$ cat src/rtl/note_recorder.sv
// Record/playback stage between the keyboard encoder and the display/tone stages.
// Live notes pass through in IDLE, are stored as run-length events in REC, and are replayed in PLAY.
module note_recorder #(
    parameter int unsigned DEPTH  = 64,
    parameter int unsigned ADDR_W = 6,
    parameter int unsigned DUR_W  = 12
) (
    input  logic              clk_1khz,
    input  logic              reset,
    input  logic              rec_btn,
    input  logic              play_btn,
    input  logic              stop_btn,
    input  logic [4:0]        live_music,
    input  logic [1:0]        live_rot,
    output logic [4:0]        music,
    output logic [1:0]        rotation,
    output logic [1:0]        mode,
    output logic [ADDR_W:0]   count,
    output logic              full
);

    localparam int unsigned MUSIC_W = 5;
    localparam int unsigned ROT_W   = 2;
    localparam int unsigned WORD_W  = MUSIC_W + ROT_W + DUR_W;
    localparam logic [DUR_W-1:0]  DUR_MAX   = '1;
    localparam logic [DUR_W-1:0]  DUR_ONE   = DUR_W'(1);
    localparam logic [ADDR_W-1:0] LAST_ADDR = ADDR_W'(DEPTH - 1);
    localparam logic [ADDR_W-1:0] PTR_ONE   = ADDR_W'(1);
    localparam logic [ADDR_W:0]   CNT_ONE   = (ADDR_W + 1)'(1);

    typedef enum logic [1:0] {
        S_IDLE = 2'd0,
        S_REC  = 2'd1,
        S_PLAY = 2'd2
    } state_t;

    state_t              r_state, w_state_nxt;
    logic                r_rec_q, r_play_q, r_stop_q;
    logic [MUSIC_W-1:0]  r_music, w_music_nxt;
    logic [ROT_W-1:0]    r_rot, w_rot_nxt;
    logic [ADDR_W:0]     r_count, w_count_nxt;
    logic                r_full, w_full_nxt;
    logic [ADDR_W-1:0]   r_wr_ptr, w_wr_ptr_nxt;
    logic [MUSIC_W-1:0]  r_cur_music, w_cur_music_nxt;
    logic [ROT_W-1:0]    r_cur_rot, w_cur_rot_nxt;
    logic [DUR_W-1:0]    r_dur, w_dur_nxt;
    logic [ADDR_W:0]     r_idx, w_idx_nxt;
    logic [DUR_W-1:0]    r_rem, w_rem_nxt;
    logic [WORD_W-1:0]   r_rd_q;
    logic [WORD_W-1:0]   r_mem [DEPTH];

    logic                w_live_ok;
    logic [MUSIC_W-1:0]  w_live_music;
    logic [ROT_W-1:0]    w_live_rot;
    logic                w_rec_edge, w_play_edge, w_stop_edge;
    logic                w_rec_start, w_play_start;
    logic                w_same, w_we, w_hit_last;
    logic                w_load, w_play_done;
    logic [ADDR_W-1:0]   w_rd_addr;
    logic [MUSIC_W-1:0]  w_rd_music;
    logic [ROT_W-1:0]    w_rd_rot;
    logic [DUR_W-1:0]    w_rd_dur;

    // Out-of-range codes collapse to silence everywhere downstream
    assign w_live_ok    = (live_music <= 5'd21) && (live_rot != 2'd3);
    assign w_live_music = w_live_ok ? live_music : '0;
    assign w_live_rot   = w_live_ok ? live_rot : '0;

    assign w_rec_edge  = rec_btn & ~r_rec_q;
    assign w_play_edge = play_btn & ~r_play_q;
    assign w_stop_edge = stop_btn & ~r_stop_q;

    assign w_rec_start  = (r_state == S_IDLE) && w_rec_edge && !w_stop_edge;
    assign w_play_start = (r_state == S_IDLE) && w_play_edge && !w_stop_edge && !w_rec_edge
                          && (r_count != '0);

    assign w_same     = (w_live_music == r_cur_music) && (w_live_rot == r_cur_rot);
    assign w_we       = (r_state == S_REC) && (w_stop_edge || !w_same || (r_dur == DUR_MAX));
    assign w_hit_last = w_we && (r_wr_ptr == LAST_ADDR);

    // Load the prefetched event when the current one is on its last cycle (or during lead-in)
    assign w_load      = (r_state == S_PLAY) && (r_rem <= DUR_ONE);
    assign w_play_done = w_load && (r_idx == r_count);

    // Address the event that the next load will consume so read latency never shows
    assign w_rd_addr = w_load                ? ADDR_W'(r_idx + CNT_ONE) :
                       (r_state == S_PLAY)   ? ADDR_W'(r_idx) : '0;

    assign w_rd_music = r_rd_q[WORD_W-1 -: MUSIC_W];
    assign w_rd_rot   = r_rd_q[DUR_W +: ROT_W];
    assign w_rd_dur   = r_rd_q[DUR_W-1:0];

    always_ff @(posedge clk_1khz or posedge reset) begin
        if (reset) r_state <= S_IDLE;
        else       r_state <= w_state_nxt;
    end

    always_comb begin
        w_state_nxt = r_state;
        case (r_state)
            S_IDLE: begin
                if (w_rec_start)       w_state_nxt = S_REC;
                else if (w_play_start) w_state_nxt = S_PLAY;
            end
            S_REC:   if (w_stop_edge || w_hit_last)  w_state_nxt = S_IDLE;
            S_PLAY:  if (w_stop_edge || w_play_done) w_state_nxt = S_IDLE;
            default: w_state_nxt = S_IDLE;
        endcase
    end

    always_comb begin
        w_music_nxt     = w_live_music;
        w_rot_nxt       = w_live_rot;
        w_count_nxt     = r_count;
        w_full_nxt      = r_full;
        w_wr_ptr_nxt    = r_wr_ptr;
        w_cur_music_nxt = r_cur_music;
        w_cur_rot_nxt   = r_cur_rot;
        w_dur_nxt       = r_dur;
        w_idx_nxt       = r_idx;
        w_rem_nxt       = r_rem;
        case (r_state)
            S_IDLE: begin
                if (w_rec_start) begin
                    w_count_nxt     = '0;
                    w_full_nxt      = 1'b0;
                    w_wr_ptr_nxt    = '0;
                    w_cur_music_nxt = w_live_music;
                    w_cur_rot_nxt   = w_live_rot;
                    w_dur_nxt       = DUR_ONE;
                end else if (w_play_start) begin
                    w_music_nxt = '0;
                    w_rot_nxt   = '0;
                    w_idx_nxt   = '0;
                    w_rem_nxt   = '0;
                end
            end
            S_REC: begin
                if (w_we) begin
                    w_count_nxt  = r_count + CNT_ONE;
                    w_wr_ptr_nxt = r_wr_ptr + PTR_ONE;
                    if (w_hit_last) w_full_nxt = 1'b1;
                end
                if (!w_same) begin
                    w_cur_music_nxt = w_live_music;
                    w_cur_rot_nxt   = w_live_rot;
                    w_dur_nxt       = DUR_ONE;
                end else if (r_dur == DUR_MAX) begin
                    w_dur_nxt = DUR_ONE;
                end else begin
                    w_dur_nxt = r_dur + DUR_ONE;
                end
            end
            S_PLAY: begin
                if (!(w_stop_edge || w_play_done)) begin
                    if (w_load) begin
                        w_music_nxt = w_rd_music;
                        w_rot_nxt   = w_rd_rot;
                        w_rem_nxt   = w_rd_dur;
                        w_idx_nxt   = r_idx + CNT_ONE;
                    end else begin
                        w_music_nxt = r_music;
                        w_rot_nxt   = r_rot;
                        w_rem_nxt   = r_rem - DUR_ONE;
                    end
                end
            end
            default: ;
        endcase
    end

    always_ff @(posedge clk_1khz or posedge reset) begin
        if (reset) begin
            r_rec_q     <= 1'b0;
            r_play_q    <= 1'b0;
            r_stop_q    <= 1'b0;
            r_music     <= '0;
            r_rot       <= '0;
            r_count     <= '0;
            r_full      <= 1'b0;
            r_wr_ptr    <= '0;
            r_cur_music <= '0;
            r_cur_rot   <= '0;
            r_dur       <= '0;
            r_idx       <= '0;
            r_rem       <= '0;
            r_rd_q      <= '0;
        end else begin
            r_rec_q     <= rec_btn;
            r_play_q    <= play_btn;
            r_stop_q    <= stop_btn;
            r_music     <= w_music_nxt;
            r_rot       <= w_rot_nxt;
            r_count     <= w_count_nxt;
            r_full      <= w_full_nxt;
            r_wr_ptr    <= w_wr_ptr_nxt;
            r_cur_music <= w_cur_music_nxt;
            r_cur_rot   <= w_cur_rot_nxt;
            r_dur       <= w_dur_nxt;
            r_idx       <= w_idx_nxt;
            r_rem       <= w_rem_nxt;
            r_rd_q      <= r_mem[w_rd_addr];
        end
    end

    // Event RAM: contents are meaningful only below count, so no reset
    always_ff @(posedge clk_1khz) begin
        if (w_we) r_mem[r_wr_ptr] <= {r_cur_music, r_cur_rot, r_dur};
    end

    assign music    = r_music;
    assign rotation = r_rot;
    assign mode     = r_state;
    assign count    = r_count;
    assign full     = r_full;

endmodule
$ cat config.mk
export PLATFORM = sky130hd
export DESIGN_NAME = note_recorder
export DESIGN_NICKNAME = d
export VERILOG_FILES = /design/src/rtl/note_recorder.sv
export SDC_FILE = /design/constraint.sdc
export NUM_CORES = 2
export LEC_CHECK = 0
export CORE_ASPECT_RATIO = 1.5
export CORE_MARGIN = 1
export CORE_UTILIZATION = 55
export DETAILED_ROUTE_END_ITERATION = 12
export GPL_TIMING_DRIVEN = 0
export PLACE_DENSITY = 0.71
export SETUP_SLACK_MARGIN = 0.15
export SYNTH_ARGS = -nofsm -noshare
export SYNTH_HDL_FRONTEND = slang
export SYNTH_SLANG_ARGS = --single-unit
$ cat constraint.sdc
create_clock -name clk_1khz -period 5.4 [get_ports clk_1khz]
set_clock_uncertainty 0.1 [all_clocks]
set_input_delay 0.81 -clock clk_1khz [delete_from_list [all_inputs] [get_ports clk_1khz]]
set_output_delay 0.81 -clock clk_1khz [all_outputs]
set_load 0.01 [all_outputs]
==> impl_metrics.ini <==
[outcome]
outcome = complete, no violations

[placement]
dpl.cell_count = 4691
dpl_cell_area_sq_um = 54800
port_buffers = 28
place_ws_ns = -0.544
dp_hpwl_um = 97400
gp_congestion = 1.01

[sta]
fin_ws_ns = 0.109
slew_headroom_pct = 21.1
rsz0062_at_grt = true
drv_slew = 0
min_period_ns = 5.29
fin_crit_sh_pct = 98.0
fmax_mhz = 189
hold_viol_final = 0
tightest_slew_ns = 1.18
setup_viol = 0

[floorplan]
io_pins = 29
coreArea_sq_um = 92700
initial_core_util_pct = 55.4
die_area_sq_um = 94700
fp.dieW_um = 252
die_h_um = 376
rows = 137

[critical_path]
slowest_delay_ns = 0.74
critPathMaxFanout = 10
crit_path_start_kind = flip-flop
critPathSlowestCell = a31oi_1
crit_path_frequent_cell = clkbuf_2
r2r_start = r_rem[2]
r2r_slack_ns = 0.11
cpLargestDelayFamily = buffers and inverters
criticalPathCategory = flip-flop to flip-flop
critPathBufInv = 5
crit_path_end_kind = flip-flop
reg2reg_to = r_rd_q[6]
worstPathArrival_ns = 5.85
cp.required_ns = 5.96
path_cells = or4_4 > or4_1 > buf_4 > mux2_2 > buf_2 > clkbuf_2 > clkbuf_2 > buf_1 > nand3_1 > a31oi_1 > and4_1
r2r_cells = 11

[logic_synthesis]
yosysWarnings = 0
yosysSeqAreaShare_pct = 75.1
syn-cell-area_sq_um = 51400
ys.flop_type = edfxtp_1
synth.distinct_cells = 64
syn_nets = 3349
synth_edf_count = 1216
ys_ff_latch = 1299
syn_area_per_cell_sq_um = 15.4
synthCells = 3330
async_reset_ff_share_pct = 6.39

[cts]
clk_path_buf_depth = 3
cts_root_buffer = clkbuf_16
cts-htree-levels = 3
cts_buffers = 114
clkTransAtPathRegs_ns = 0.07
holdBufCountCts = 0
cts_tree = done
numClockSinks = 1299
insertion_delay_ns = 0.73

[power]
ir_worst_vdd_mv = 0.290
combPwrFrac_pct = 12.4
clockPowerShare_pct = 36.6
swShare_pct = 25.9
power.leakage_nw = 21.2
power_frac_seq_pct = 51.0
p_int_mw = 17.9
p_per_area_nw_per_um2 = 408
switching_power_mw = 6.25

[routing]
wl_um = 142000
first_pass_iters = 6
avgViaCountPerCell = 6.33
dr.first_iter.drc_count = 3557
drc_errors = 0
antenna_left = 0
vias = 31000
wl_per_cell_um = 29.0

[layout]
antenna_cells = 0
syn_to_final_growth_pct = 15.0
final_common_cell = edfxtp_1
num-nets-final = 3576
nFillCells = 6444
fin_util_pct = 63.8
final_area_sq_um = 59100
final_cell_mix = edfxtp_1 (1216), nand2_1 (554), mux2i_1 (176)
final_cells = 4907
drive_gt1_share_pct = 15.3

[job]
maxCapViolCount = 0

[grt]
grt_pass1_vias = 30800
gr-usage-all-layers_pct = 30.3
antenna_found_initial = 3
grt.overflow.total = 0
grt_start_max_net_pins = 69
grt_pass1_wl_um = 205000

[worst_hold_path]
hold_class = input pin to asynchronous set/reset pin
[registers in the layout (all words and copies together), names as in the netlist]
| register | flops |
|---|---|
| r_wr_ptr | 6 |
| count | 7 |
| r_rem | 12 |
| r_stop_q | 1 |
| r_rec_q | 1 |
| r_dur | 12 |
| r_mem | 1216 |
| r_rd_q | 19 |
| music | 5 |
| full | 1 |
| r_idx | 7 |
| rotation | 2 |
| r_play_q | 1 |
| r_cur_music | 5 |
| r_cur_rot | 2 |
| mode | 2 |
[cells by family after synthesis]
family	share of synthesized area, %
simple gates	8.27
buf+inv	1.72
xor+xnor	0.358
compound gates	6.80
flops	75.1
fa+ha+maj	0.170
mux	7.63
[timing repair]
item,4_1_cts,5_1_grt
setup buffers,3,0
pin swaps,1,0
setup endpoints to repair,272,36
gates resized for setup,53,24
[layout make-up]
| type | instances | area [sq um] | area share, % |
|---|---|---|---|
| Tap cell | 1251 | 1570 | 2.65 |
| Buffer | 199 | 882 | 1.49 |
| Inverter | 9 | 36.3 | 0.0614 |
| Clock buffer | 143 | 3070 | 5.20 |
| Clock inverter | 72 | 996 | 1.68 |
| Sequential cell | 1299 | 38600 | 65.3 |
| Multi-Input combinational cell | 1821 | 12300 | 20.8 |
| Timing Repair Buffer | 113 | 1660 | 2.81 |
[routing by layer]
layer	GRT usage (%)	routed length, um	share of wire [%]	vias to the layer above
met3	4.80	9920	7.0	396
met5	0	24	0.017	-
met1	34.6	48500	34	15700
met2	52.6	73200	51	1592
li1	-	-	-	13300
met4	20.6	10700	7.5	4
[synth_stat cells (all sizes together), types with 41 or more instances]
library cell	number	area share [%]
dfrtp	83	4.0
nor2	134	0.98
nand3	172	1.7
o21ai	83	0.81
a22oi	115	1.7
buf	68	0.68
mux4	91	4.0
clkbuf	133	0.97
a32oi	41	0.70
nand2	554	4.0
a31oi	43	0.52
a21oi	167	1.6
edfxtp	1216	71
mux2i	179	3.5
[worst register-to-register path, cell delays in order (launching register included)]
cell	delay (ns)
dfrtp_1	0.42
or4_4	0.60
or4_1	0.55
buf_4	0.20
mux2_2	0.22
buf_2	0.38
clkbuf_2	0.50
clkbuf_2	0.46
buf_1	0.53
nand3_1	0.16
a31oi_1	0.74
and4_1	0.35
[worst max path at each step]
stage	from	to	slack (ns)	cells after the start
floorplan	r_dur[0]	r_mem[16][0]	0.47	9
global placement	r_dur[1]	r_mem[17][11]	-1.88	9
detailed placement	r_rem[2]	r_rd_q[13]	-0.54	12
CTS	r_rem[2]	r_rd_q[13]	0.03	12
global route	r_rem[2]	r_rd_q[11]	0.13	9
finish	r_rem[2]	r_rd_q[6]	0.11	11
[stage by stage]
stage / TNS, ns / power [mW] / hold WS [ns]
CTS: 0 / 24.1 / 0.259
global route: 0 / 24.8 / 0.285
finish: 0 / 24.1 / 0.279
global placement: -1894.31 / 15.2 / 0.382
floorplan: 0 / 14.0 / 0.355
detailed placement: -245.74 / 15.4 / 0.390
[power groups by stage]
stage | logic [mW] | clock network (mW) | registers, mW
floorplan | 1.54 | 0 | 12.5
global placement | 2.32 | 0 | 12.9
detailed placement | 2.89 | 0 | 12.5
CTS | 2.93 | 8.90 | 12.3
global route | 3.15 | 9.27 | 12.4
finish | 2.98 | 8.84 | 12.3
Power figures use the tool's default switching activity.
